`src/rtl/register_if_id_queue_pkg.sv`:
```
`default_nettype none
// ============================================================================
// Module      : register_if_id_queue_pkg
// Description : Shared pipeline constants for the fetch/decode boundary.
// Revision    : 1.0 - initial release
// ============================================================================
package register_if_id_queue_pkg;

    // Canonical RV32I NOP (addi x0, x0, 0) shown to decode when no entry is valid
    localparam logic [31:0] NOP_INSTR = 32'h0000_0013;

    // Entry count of the IF/ID fetch queue; pointers are one bit wide
    localparam int IFQ_DEPTH = 2;

endpackage : register_if_id_queue_pkg
`default_nettype wire

```
`src/rtl/register_if_id_queue_fifo_2entry.sv`:
```
`default_nettype none
// ============================================================================
// Module      : register_if_id_queue_fifo_2entry
// Description : Two-entry FIFO storage with 1-bit wrapping pointers and an
//               occupancy count. A clear empties the queue and drops any
//               concurrent push.
// Revision    : 1.0 - initial release
// ============================================================================
module register_if_id_queue_fifo_2entry #(
    parameter int WIDTH = 96
) (
    input  logic             clk,
    input  logic             reset,
    input  logic             clear,
    input  logic             push,
    input  logic             pop,
    input  logic [WIDTH-1:0] wdata,
    output logic [WIDTH-1:0] rdata,
    output logic [1:0]       count
);

    logic [WIDTH-1:0] mem_q [0:1];
    logic [WIDTH-1:0] mem_d [0:1];
    logic             wr_ptr_q, wr_ptr_d;
    logic             rd_ptr_q, rd_ptr_d;
    logic [1:0]       count_q, count_d;
    logic             w_push;
    logic             w_pop;

    // Guard against overflow/underflow even if the wrapper misbehaves
    assign w_push = push & (count_q != 2'd2);
    assign w_pop  = pop  & (count_q != 2'd0);

    // Next-state: clear wins, otherwise write at tail and advance head
    always_comb begin
        mem_d[0] = mem_q[0];
        mem_d[1] = mem_q[1];
        wr_ptr_d = wr_ptr_q;
        rd_ptr_d = rd_ptr_q;
        count_d  = count_q;
        if (clear) begin
            mem_d[0] = '0;
            mem_d[1] = '0;
            wr_ptr_d = 1'b0;
            rd_ptr_d = 1'b0;
            count_d  = 2'd0;
        end else begin
            if (w_push) begin
                mem_d[wr_ptr_q] = wdata;
                wr_ptr_d        = ~wr_ptr_q;
            end
            if (w_pop) begin
                rd_ptr_d = ~rd_ptr_q;
            end
            case ({w_push, w_pop})
                2'b10:   count_d = count_q + 2'd1;
                2'b01:   count_d = count_q - 2'd1;
                default: count_d = count_q;
            endcase
        end
    end

    // State registers with synchronous reset
    always_ff @(posedge clk) begin
        if (reset) begin
            mem_q[0] <= '0;
            mem_q[1] <= '0;
            wr_ptr_q <= 1'b0;
            rd_ptr_q <= 1'b0;
            count_q  <= 2'd0;
        end else begin
            mem_q[0] <= mem_d[0];
            mem_q[1] <= mem_d[1];
            wr_ptr_q <= wr_ptr_d;
            rd_ptr_q <= rd_ptr_d;
            count_q  <= count_d;
        end
    end

    assign rdata = mem_q[rd_ptr_q];
    assign count = count_q;

endmodule : register_if_id_queue_fifo_2entry
`default_nettype wire

```
`src/rtl/register_if_id_queue.sv`:
```
`default_nettype none
// ============================================================================
// Module      : register_if_id_queue
// Description : IF/ID pipeline register built as a two-entry fetch queue.
//               Decode stalls hold the head; an EX redirect flushes all
//               entries. Head outputs are register-derived only.
// Revision    : 1.0 - initial release
// ============================================================================
module register_if_id_queue
    import register_if_id_queue_pkg::*;
#(
    parameter int          N     = 32,
    parameter int          DEPTH = IFQ_DEPTH,
    parameter logic [31:0] NOP   = NOP_INSTR
) (
    input  logic         clk,
    input  logic         reset,
    input  logic         in_valid,
    output logic         in_ready,
    input  logic [N-1:0] pc,
    input  logic [N-1:0] pc4,
    input  logic [N-1:0] instr,
    input  logic         stall,
    input  logic         flush,
    output logic         out_valid,
    output logic [N-1:0] pc_o,
    output logic [N-1:0] pc4_o,
    output logic [N-1:0] instr_o,
    output logic [1:0]   count_o
);

    localparam logic [1:0] C_DEPTH = 2'(DEPTH);
    localparam int         C_W     = 3 * N;

    logic [1:0]     w_count;
    logic [C_W-1:0] w_head;
    logic           w_push;
    logic           w_pop;
    logic           w_valid;

    // Full queue refuses the fetch word even if decode pops this cycle;
    // this keeps in_ready off any path through stall
    assign in_ready  = (w_count < C_DEPTH) & ~flush;
    assign w_valid   = (w_count != 2'd0);
    assign w_push    = in_valid & in_ready;
    assign w_pop     = w_valid & ~stall & ~flush;

    register_if_id_queue_fifo_2entry #(
        .WIDTH (C_W)
    ) u_fifo (
        .clk   (clk),
        .reset (reset),
        .clear (flush),
        .push  (w_push),
        .pop   (w_pop),
        .wdata ({pc, pc4, instr}),
        .rdata (w_head),
        .count (w_count)
    );

    // Head presentation: empty queue shows zero addresses and a NOP
    always_comb begin
        out_valid = w_valid;
        pc_o      = '0;
        pc4_o     = '0;
        instr_o   = N'(NOP);
        if (w_valid) begin
            pc_o    = w_head[3*N-1:2*N];
            pc4_o   = w_head[2*N-1:N];
            instr_o = w_head[N-1:0];
        end
    end

    assign count_o = w_count;

endmodule : register_if_id_queue
`default_nettype wire

```
`config.mk`:
```
export PLATFORM = sky130hd
export DESIGN_NAME = register_if_id_queue
export DESIGN_NICKNAME = d
export VERILOG_FILES = /design/src/rtl/register_if_id_queue_pkg.sv /design/src/rtl/register_if_id_queue_fifo_2entry.sv /design/src/rtl/register_if_id_queue.sv
export SDC_FILE = /design/constraint.sdc
export NUM_CORES = 1
export LEC_CHECK = 0
export ABC_AREA = 1
export BUFFER_PORTS_ARGS = -buffer_cell sky130_fd_sc_hd__clkbuf_2
export CORE_UTILIZATION = 50
export DETAILED_ROUTE_END_ITERATION = 8
export PLACE_DENSITY = 0.74
export SYNTH_ARGS = -nofsm -noshare
export SYNTH_HDL_FRONTEND = slang
export SYNTH_SLANG_ARGS = --single-unit
```
`constraint.sdc`:
```
create_clock -name clk -period 1.4 [get_ports clk]
set_input_delay 0.14 -clock clk [delete_from_list [all_inputs] [get_ports clk]]
set_output_delay 0.14 -clock clk [all_outputs]
set_load 0.05 [all_outputs]
```
==> flow_summary.json, run 1 <==
{
  "dpl_cell_area_um2": 12000,
  "ys_seq_area_share_pct": 43.35,
  "cts_buffer_depth": 2,
  "stop_error": "[ERROR GRT-0232] Routing congestion too high. Check the congestion heatmap in the GUI.",
  "clock-sinks": 197,
  "yosys.cell_types.count": 17,
  "status": "stopped before the end",
  "start_util_pct": 51.88,
  "dp_hpwl_mm": 15.12,
  "io_pins": 201,
  "avgSynthCellArea_um2": 6.168,
  "syn_area_um2": 9097,
  "grt_max_degree": 77,
  "cts-htree-levels": 4,
  "grt.overflow.total": 118,
  "placedCellCount": 1854,
  "syn_nets": 1577,
  "portBuffers": 200,
  "gp_congestion": 0.7819,
  "crit_endpoint": "pc_o[28]",
  "synth-seq-cells": 197,
  "num_rows": 48,
  "die-height_um": 136.9,
  "grtUsageTotal_pct": 79.65,
  "die_x_um": 136.9,
  "endpoint_type": "primary output",
  "numCtsBuffers": 17,
  "synthCells": 1475,
  "grt_antenna_before_repair": 6,
  "stop_stage": "5_1_grt",
  "cts_root_buf": "clkbuf_16",
  "ys_warn_count": 0
}
## cells by family after synthesis
logic type | after synthesis | synth area share (%)
AO/OA/AOI/OAI | 196 | 10.78
adder cells (fa/ha/maj) | 1 | 0.1375
flip-flops | 197 | 43.35
buffers and inverters | 291 | 12.86
AND/OR/NAND/NOR | 790 | 32.87
## metal layers
layer,track usage (%),overflow
met4,83.03,46
met5,21.67,0
met1,77.27,0
met2,95.83,69
met3,67.89,3
## cell usage after synthesis
cell type / number / area, µm²
nand2_1: 391 / 1468
nor2_1: 391 / 1468
dfxtp_1: 197 / 3944
inv_1: 196 / 735.7
a21oi_1: 99 / 495.5
o21ai_0: 97 / 485.5
buf_2: 59 / 295.3
clkbuf_1: 34 / 127.6
nand3_1: 2 / 10.01
nor2_2: 2 / 12.51
buf_4: 1 / 7.510
ha_1: 1 / 12.51
inv_2: 1 / 3.750
nand3_2: 1 / 10.01
nand4_1: 1 / 6.260
nor2_4: 1 / 11.26
nor3_1: 1 / 5.000
## through the flow
stage	worst slack, ns	setup TNS (ns)
after floorplan	-0.1304	-12.63
after global placement	-0.02021	-0.2414
after detailed placement	-0.07448	-1.124
after CTS	-0.3829	-61.72
## repair_timing
action / in CTS
gates cloned: 15
endpoints found under the setup margin: 107
hold endpoints to repair: 188
pin swaps: 7
hold buffers: 96
gates resized for setup: 265
buffers inserted: 22
==> run 2, diff against run 1 <==
- CORE_UTILIZATION: 50 -> 35
- PLACE_DENSITY: 0.74 -> unset
- PLACE_DENSITY_LB_ADDON: unset -> 0.15
==> run 2 against run 1 <==
Against the previous run: the flow now finishes, with violations (negative setup slack); synthesized cell count is the same; area after synthesis is the same.
==> flow_summary.json, run 2 <==
{
  "status": "complete, but fails checks",
  "violations": "negative setup slack",
  "r2r-end": "u_fifo.mem_q[1][78]$_SDFFE_PP0P_",
  "vias_per_cell": 4.860,
  "slowest_stage": "dfxtp_4",
  "ys_warn_count": 0,
  "grt_max_degree": 73,
  "cts-htree-levels": 4,
  "crit_chain": "buf_8 -> buf_4 -> buf_16 -> buf_6 -> o21ai_4 -> a21oi_4 -> buf_12",
  "critPathLaunchType": "flop",
  "wl_per_cell_um": 18.10,
  "nets": 1985,
  "final_cell_mix": "nor2_1, nand2_1, inv_1",
  "worstHoldStart": "stall",
  "worstPathArrival_ns": 1.70,
  "start_util_pct": 35.92,
  "num_rows": 58,
  "top_register": "u_fifo.mem_q",
  "grtUsageTotal_pct": 22.62,
  "irDropWorstVdd_uv": 638.3,
  "die_x_um": 163.2,
  "reg2regPathDepth": 8,
  "setup_viol": 289,
  "synthCells": 1475,
  "path_clk_slew_ns": 0.08,
  "end_kind": "output pin",
  "tightest_slew_ns": 0.3988,
  "yosys_most_used_dff": "dfxtp_1",
  "syn_nets": 1577,
  "gp_congestion": 0.7348,
  "fin_tns_setup_ns": -65.72,
  "cp_max_fo": 11,
  "fin_skew_ns": 0.01637,
  "period_share_pct": 131.1,
  "ys_seq_area_share_pct": 43.35,
  "max_clock_freq_mhz": 544.8,
  "rrSetupSlack_ns": -0.27,
  "routed-via-count": 10820,
  "clock-sinks": 197,
  "area_delta_synth_final_pct": 104.6,
  "die_area_um2": 26640,
  "grt.overflow.total": 0,
  "avgSynthCellArea_um2": 6.168,
  "numCtsBuffers": 17,
  "finalHoldViolCount": 0,
  "synth_top_area_share_pct": 43.35,
  "drc": 0,
  "setup_slack_ns": -0.4354,
  "finalCriticalPeriod_ns": 1.835,
  "drt.antenna.violating_nets": 0,
  "portBuffers": 200,
  "drive_above_1_share_pct": 44.09,
  "synth-seq-cells": 197,
  "grt_pass1_vias": 9572,
  "largest_register_ffs": 192,
  "place_ws_ns": -0.1155,
  "grt_setup_unrepaired": "true",
  "cts_tree": "done",
  "critPathMaxStageDelay_ns": 0.37,
  "leakagePower_nw": 8.172,
  "synth_edf_count": 0,
  "async_reset_ff_share_pct": 0,
  "power-per-cell-area_nw_per_um2": 704.7,
  "core-area_um2": 25330,
  "drt_iter0_drc": 828,
  "maxSlewViolCount": 0,
  "routed_wl_mm": 40.30,
  "grt_antenna_before_repair": 0,
  "io_pins": 201,
  "detail_route.first_pass.iterations": 5,
  "synth_common_cells": "nand2_1, nor2_1, dfxtp_1",
  "layout_commonest_cell": "nor2_1",
  "drv_cap": 0,
  "syn_area_um2": 9097,
  "setup.worst_path.end": "pc_o[8]",
  "clk_latency_ns": 0.43,
  "r2r-start": "u_fifo.count[1]$_SDFFE_PP0P_",
  "cts_buffer_depth": 2,
  "die-height_um": 163.2,
  "critPathRequiredTime_ns": 1.26,
  "min_path_type": "input pin to flop",
  "slew_headroom_pct": 73.41,
  "grt_pass1_wl_mm": 48.03,
  "crit_type": "flop to output pin",
  "yosys.cell_types.count": 17,
  "synth_top_cell_by_area": "dfxtp_1",
  "cts_root_buf": "clkbuf_16",
  "dp_hpwl_mm": 15.27,
  "synth_top_cells_by_area": "dfxtp_1, nand2_1, nor2_1"
}
==> run 2: cell counts after synthesis <==
No cell type changed its count.
==> run 2: worst min-delay path by stage <==
stage                                                  end  slack [ns]  cells after the start
after floorplan           u_fifo.mem_q[0][91]$_SDFFE_PP0P_        0.27                      2
after global placement    u_fifo.mem_q[0][71]$_SDFFE_PP0P_        0.38                      3
after detailed placement  u_fifo.mem_q[0][64]$_SDFFE_PP0P_        0.39                      3
after CTS                                             flop        0.09                      5
after global routing                                  flop        0.16                      5
final                                                 flop        0.12                      5
==> run 2: what timing repair did <==
item	CTS	global route
endpoints found under the setup margin	123	295
gates cloned	18	55
endpoints found under the hold margin	190	0
setup buffers	26	29
hold buffers	96	0
pin swaps	12	78
gates resized for setup	348	499
==> run 2: critical path: cells and delay by family (launching register included) <==
kind	cells	cell delay, ns
buf+inv	5	0.71
flops	1	0.37
compound gates	2	0.19
==> run 2: through the flow <==
stage	instance area [µm²]	total power [mW]	util, %	cells	hold slack (ns)
2_1_floorplan	10470	6.638	-	1475	0.2749
3_3_place_gp	12130	6.996	47.88	1973	0.3793
3_5_place_dp	12130	7.007	47.88	1973	0.3879
4_1_cts	15660	12.45	61.81	2145	0.09123
5_1_grt	18610	13.54	73.48	2226	0.1587
6_report	18610	13.12	73.49	2227	0.1169
==> run 2: logic make-up (layout without fill, tap and decap cells) <==
kind of cell,count (synthesis),count (layout),share of synthesized area (%)
compound gates,196,196,10.78
fa+ha+maj,1,1,0.1375
other cells,0,1,0
simple gates,790,791,32.87
flops,197,197,43.35
buf+inv,291,711,12.86
==> run 2: layer usage <==
layer,track usage [%],wire (µm),up-vias
met3,4.393,2471,75
met4,7.009,1067,0
li1,-,-,5235
met1,28.05,16660,5116
met2,39.18,20100,397
met5,0,0,-
==> run 2: cell type report <==
cell class              instances  area, µm²
repair inverters                1      6.256
flip-flops and latches        197       3955
inverters                     197      747.0
multi-input cells             988       6691
diodes                          1      2.502
fillers                      1765       6714
clock inverters                12      112.6
clock buffers                  20      466.7
well taps                     330      412.9
repair buffers                481       6218
==> run 2: report_power, final <==
| part | switching (mW) | internal (mW) |
|---|---|---|
| Combinational | 1.24 | 1.12 |
| Clock | 2.46 | 2.50 |
| Sequential | 0.0862 | 5.71 |
Note: power is estimated with default switching activity, not from simulation.
==> run 3, diff against run 2 <==
- CORE_UTILIZATION: 35 -> 59
- clock period: 1.4 -> 2.25 ns (I/O delays scaled with it)
==> run 3 against run 2 <==
Against the previous run: the run now ends clean; sequential cell count unchanged; sequential share of layout area up 14 points; power is 45% lower; combinational power shrank 73%; via count shrank 18%; global-route usage up 4.5 points; die area decreased by 40%; setup slack better by 0.51 ns; clock skew fell by 0.0077 ns; final cell count decreased by 19%.
==> flow_summary.json, run 3 (synthesized netlist as in run 2, its figures left out) <==
{
  "grtUsageTotal_pct": 27.13,
  "drt_iter0_drc": 662,
  "start_util_pct": 60.07,
  "numCtsBuffers": 17,
  "die-height_um": 126.2,
  "min_path_type": "input pin to flop",
  "max_clock_freq_mhz": 460.7,
  "drt.antenna.violating_nets": 0,
  "rrSetupSlack_ns": 0.59,
  "finalNonFillerCells": 1815,
  "core-area_um2": 15150,
  "period_share_pct": 96.47,
  "maxSlewViolCount": 0,
  "die_area_um2": 15920,
  "global_route.usage.met2_pct": 45.56,
  "worstPathArrival_ns": 1.95,
  "routed_wl_mm": 21.58,
  "drc": 0,
  "fin_skew_ns": 0.008700,
  "leakagePower_nw": 5.914,
  "clk_latency_ns": 0.43,
  "end_kind": "output pin",
  "path_clk_slew_ns": 0.07,
  "clock-sinks": 197,
  "worstHoldStart": "instr[11]",
  "largest_register_ffs": 192,
  "r2r-end": "u_fifo.mem_q[0][56]$_SDFFE_PP0P_",
  "r2r-start": "u_fifo.count[1]$_SDFFE_PP0P_",
  "critPathRequiredTime_ns": 2.03,
  "slew_headroom_pct": 64.66,
  "hold_depth": 3,
  "grt_max_degree": 121,
  "critPathLaunchType": "flop",
  "cts_tree": "done",
  "finalCriticalPeriod_ns": 2.171,
  "post_cts_buffers": 0,
  "cp_max_fo": 66,
  "final_util_pct": 72.97,
  "place_ws_ns": 0.3768,
  "met1_usage_pct": 33.84,
  "setup_viol": 0,
  "vias_per_cell": 4.890,
  "antenna_cells": 0,
  "setup_slack_ns": 0.07938,
  "drv_cap": 0,
  "finalHoldViolCount": 0,
  "crit_type": "flop to output pin",
  "grt_pass1_vias": 7868,
  "cts_buffer_depth": 2,
  "irDropWorstVdd_uv": 541.8,
  "grt_busiest_layer": "met2",
  "wl_per_cell_um": 11.89,
  "cts_root_buf": "clkbuf_16",
  "routed-via-count": 8875,
  "detail_route.first_pass.iterations": 6,
  "grt.overflow.total": 0,
  "top_register": "u_fifo.mem_q",
  "io_pins": 201,
  "gp_congestion": 0.7567,
  "power-per-cell-area_nw_per_um2": 650.7,
  "met3_usage_pct": 6.585,
  "portBuffers": 200,
  "final_cell_mix": "nor2_1, nand2_1, inv_1",
  "drive_above_1_share_pct": 18.01,
  "cts-htree-levels": 4,
  "tightest_slew_ns": 0.5301,
  "grt_pass1_wl_mm": 35.41,
  "die_x_um": 126.2,
  "status": "complete, no violations",
  "min_to": "u_fifo.mem_q[0][11]$_SDFFE_PP0P_",
  "grt_antenna_before_repair": 0,
  "reg2regPathDepth": 6,
  "num_rows": 45,
  "placedCellCount": 1785,
  "dp_hpwl_mm": 13.13,
  "area_delta_synth_final_pct": 21.48,
  "nets": 1719
}
run 3: worst max-delay path by stage:
| stage | startpoint | endpoint | slack, ns | cells after the start |
|---|---|---|---|---|
| 6_report | flop | pc_o[30] | 0.08 | 4 |
| 4_1_cts | u_fifo.count[0]$_SDFFE_PP0P_ | pc_o[23] | 0.02 | 6 |
| 2_1_floorplan | u_fifo.count[0]$_SDFFE_PP0P_ | instr_o[10] | 0.04 | 5 |
| 3_5_place_dp | u_fifo.count[0]$_SDFFE_PP0P_ | pc_o[31] | 0.38 | 6 |
| 3_3_place_gp | u_fifo.count[0]$_SDFFE_PP0P_ | pc_o[31] | 0.40 | 6 |
| 5_1_grt | flop | pc_o[30] | -0.005 | 4 |
run 3: metrics by stage:
step           power, mW  instance area (µm²)  setup TNS [ns]  hold slack (ns)
3_5_place_dp       4.285                10440               0           0.4708
6_report           7.191                11050               0          0.02862
3_3_place_gp       4.272                10440               0           0.4656
4_1_cts            7.220                11010               0          0.01941
2_1_floorplan      4.059                 9245               0           0.3599
5_1_grt            7.456                11050       -0.005306          0.02223
run 3: cell type report:
type	count	area, µm²
multi-input cells	987	4163
clock buffers	21	460.4
flip-flops and latches	197	3949
inverters	197	744.5
repair buffers	217	1396
well taps	188	235.2
clock inverters	8	103.9
fillers	1270	4094
run 3: metal layers:
| layer | wire length, µm | up-vias |
|---|---|---|
| met5 | 0 | - |
| met4 | 509 | 0 |
| met3 | 1307 | 39 |
| met2 | 10290 | 234 |
| met1 | 9469 | 3944 |
| li1 | - | 4658 |
run 3: report_power, final:
group          internal [mW]  switching, mW  total (mW)
combinational          0.212          0.421       0.633
clock                   1.68           1.29        2.97
sequential              3.56         0.0327        3.59
run 3: timing repair:
| item | 4_1_cts | 5_1_grt |
|---|---|---|
| hold buffers | 0 | 0 |
| cloned | 0 | 1 |
| resized for setup | 2 | 18 |
| pin swaps | 0 | 0 |
| endpoints found under the setup margin | 43 | 58 |
run 3: critical path: stages (launching register included):
cell      delay (ns)
dfxtp_4         0.54
buf_12          0.31
o21ai_0         0.17
a21oi_2         0.15
clkbuf_2        0.30
==> run 4, diff against run 3 <==
- CAP_MARGIN: unset -> 20
- CORE_UTILIZATION: 59 -> 60
- SYNTH_HIERARCHICAL: unset -> 1
==> run 4 against run 3 <==
Against the previous run: global-route usage increased by 0.69 points; sequential power about the same; area after synthesis is 27% higher; register-to-register slack got worse by 0.23 ns; non-clock buffer count is 6 higher; core utilization decreased by 3.1 points; fmax rose by 0.14%; design area increased by 19%; worst hold slack gained 0.061 ns; die area increased by 25%; sequential cell count unchanged; critical path type unchanged.
==> flow_summary.json, run 4 <==
{
  "status": "complete, no violations",
  "setup_viol": 0,
  "syn_nets": 2109,
  "clock-sinks": 197,
  "fin_skew_ns": 0.009688,
  "numCtsBuffers": 17,
  "tightest_slew_ns": 0.7480,
  "yosys_most_used_dff": "dfxtp_1",
  "ys_warn_count": 6,
  "grt.overflow.total": 0,
  "setup.worst_path.end": "instr_o[2]",
  "cts-htree-levels": 4,
  "largest_register_ffs": 192,
  "drc": 0,
  "top_register": "u_fifo/mem_q",
  "cts_tree": "done",
  "avgSynthCellArea_um2": 5.766,
  "path_clk_slew_ns": 0.07,
  "placedCellCount": 2354,
  "die_x_um": 140.9,
  "ys_seq_area_share_pct": 34.08,
  "slew_headroom_pct": 50.14,
  "grt_setup_unrepaired": "false",
  "critPathRequiredTime_ns": 2.03,
  "grt_pass1_wl_mm": 45.37,
  "finalCriticalPeriod_ns": 2.168,
  "power_mw": 7.703,
  "synth_edf_count": 0,
  "drv_cap": 0,
  "yosysMostFrequentCell": "inv_1",
  "worst_hold_slack_ns": 0.09012,
  "final_util_pct": 69.91,
  "min_path_type": "input pin to flop",
  "routed_wl_mm": 27.33,
  "finalNonFillerCells": 2384,
  "grtUsageTotal_pct": 27.82,
  "clk_latency_ns": 0.43,
  "die_area_um2": 19850,
  "syn_area_um2": 11570,
  "rrSetupSlack_ns": 0.36,
  "post_cts_buffers": 0,
  "grt_max_degree": 115,
  "worstPathArrival_ns": 1.94,
  "setup_slack_ns": 0.08248,
  "final_cell_mix": "inv_1, nand2_1, nor2_1",
  "antenna_cells": 0,
  "synth_common_cells": "inv_1, nand2_1, nor2_1",
  "detail_route.first_pass.iterations": 5,
  "power-per-cell-area_nw_per_um2": 585.1,
  "start_util_pct": 61.46,
  "routed-via-count": 11300,
  "die-height_um": 140.9,
  "maxSlewViolCount": 0,
  "end_kind": "output pin",
  "dpl_cell_area_um2": 12540,
  "core-area_um2": 18830,
  "grt_antenna_before_repair": 0,
  "dp_hpwl_mm": 16.21,
  "io_pins": 201,
  "finalInstanceArea_um2": 13170,
  "r2r-end": "u_fifo/mem_q[1][56]$_SDFFE_PP0P_",
  "vias_per_cell": 4.739,
  "wl_per_cell_um": 11.46,
  "critPathLaunchType": "flop",
  "place_ws_ns": 0.3932,
  "async_reset_ff_share_pct": 0,
  "nets": 2215,
  "grt_pass1_vias": 10160,
  "layout_commonest_cell": "inv_1",
  "max_clock_freq_mhz": 461.4,
  "num_rows": 50,
  "period_share_pct": 96.33,
  "yosys.cell_types.count": 17,
  "portBuffers": 200,
  "synth_top_cell_by_area": "dfxtp_1",
  "crit_type": "flop to output pin",
  "fin_tns_setup_ns": 0,
  "drive_above_1_share_pct": 12.62,
  "cts_buffer_depth": 2,
  "drt.antenna.violating_nets": 0,
  "synth-seq-cells": 197,
  "synth_top_cells_by_area": "dfxtp_1, inv_1, nand2_1",
  "irDropWorstVdd_uv": 563.8,
  "synthCells": 2007,
  "gp_congestion": 0.7741,
  "cts_root_buf": "clkbuf_16",
  "r2r-start": "u_fifo/count[1]$_SDFFE_PP0P_",
  "finalHoldViolCount": 0,
  "synth_top_area_share_pct": 34.08,
  "drt_iter0_drc": 843,
  "area_delta_synth_final_pct": 13.76,
  "leakagePower_nw": 6.380,
  "reg2regPathDepth": 7,
  "cp_max_fo": 112
}
[run 4: cell types whose count changed in the layout (fill, tap and decap cells not counted), moves of 9 or more]
cell      change
nor2_1       -98
buf_2        -11
clkbuf_2     +18
nand4_1     +192
nand2_1     +101
buf_4         +9
inv_2         +9
a21oi_2      -41
inv_1       +382
a21oi_1      -56
[run 4: cell families (layout without fill, tap and decap cells)]
| kind of cell | count (synthesis) | count (layout) | share of synthesized area, % |
|---|---|---|---|
| and+or+nand+nor | 984 | 984 | 36.26 |
| buffers and inverters | 724 | 841 | 25.18 |
| DFF | 197 | 197 | 34.08 |
| AOI/OAI and AO/OA | 101 | 101 | 4.368 |
| adders and majority gates | 1 | 1 | 0.1081 |
[run 4: worst min path at each step]
stage	cells past startpoint	end	from	slack, ns
5_1_grt	4	u_fifo/mem_q[0][8]$_SDFFE_PP0P_	reset	0.09
3_3_place_gp	2	u_fifo/rd_ptr_q$_SDFFE_PP0P_	u_fifo/rd_ptr_q$_SDFFE_PP0P_	0.48
2_1_floorplan	4	u_fifo/mem_q[0][80]$_SDFFE_PP0P_	pc[16]	0.46
3_5_place_dp	4	u_fifo/mem_q[1][63]$_SDFFE_PP0P_	u_fifo/mem_q[1][63]$_SDFFE_PP0P_	0.50
4_1_cts	4	u_fifo/mem_q[0][8]$_SDFFE_PP0P_	reset	0.08
6_report	4	u_fifo/mem_q[0][8]$_SDFFE_PP0P_	reset	0.09
[run 4: layout make-up]
class / instances / area (µm²)
multi-input cells: 1086 / 4761
repair buffers: 223 / 1306
clock buffers: 21 / 461.7
flip-flops and latches: 197 / 3951
fillers: 1712 / 5665
clock inverters: 9 / 151.4
well taps: 260 / 325.3
inverters: 588 / 2208
[run 4: metal layers]
metal | global-route usage (%) | part of all wire, % | up-vias
li1 | - | - | 6031
met1 | 35.20 | 45 | 4889
met2 | 48.89 | 48 | 346
met3 | 4.144 | 6.0 | 32
met4 | 8.295 | 1.5 | 0
met5 | 0 | 0 | -
[run 4: report_power, final]
part	leakage (nW)	internal [mW]	switching, mW
Combinational	4.49	0.297	0.603
Clock	0.298	1.91	1.31
Sequential	1.60	3.55	0.0219
Total	6.38	5.76	1.94
[run 4: worst max-delay path, stage by stage (launching register included)]
cell,delay [ns]
dfxtp_4,0.38
buf_16,0.32
nand2_1,0.09
o21ai_0,0.09
inv_1,0.07
nor2_1,0.18
clkbuf_2,0.31
[run 4: timing repair]
item                                    CTS  global route
gates resized for setup                   0             1
endpoints found under the setup margin    0             1
hold buffers                              0             0
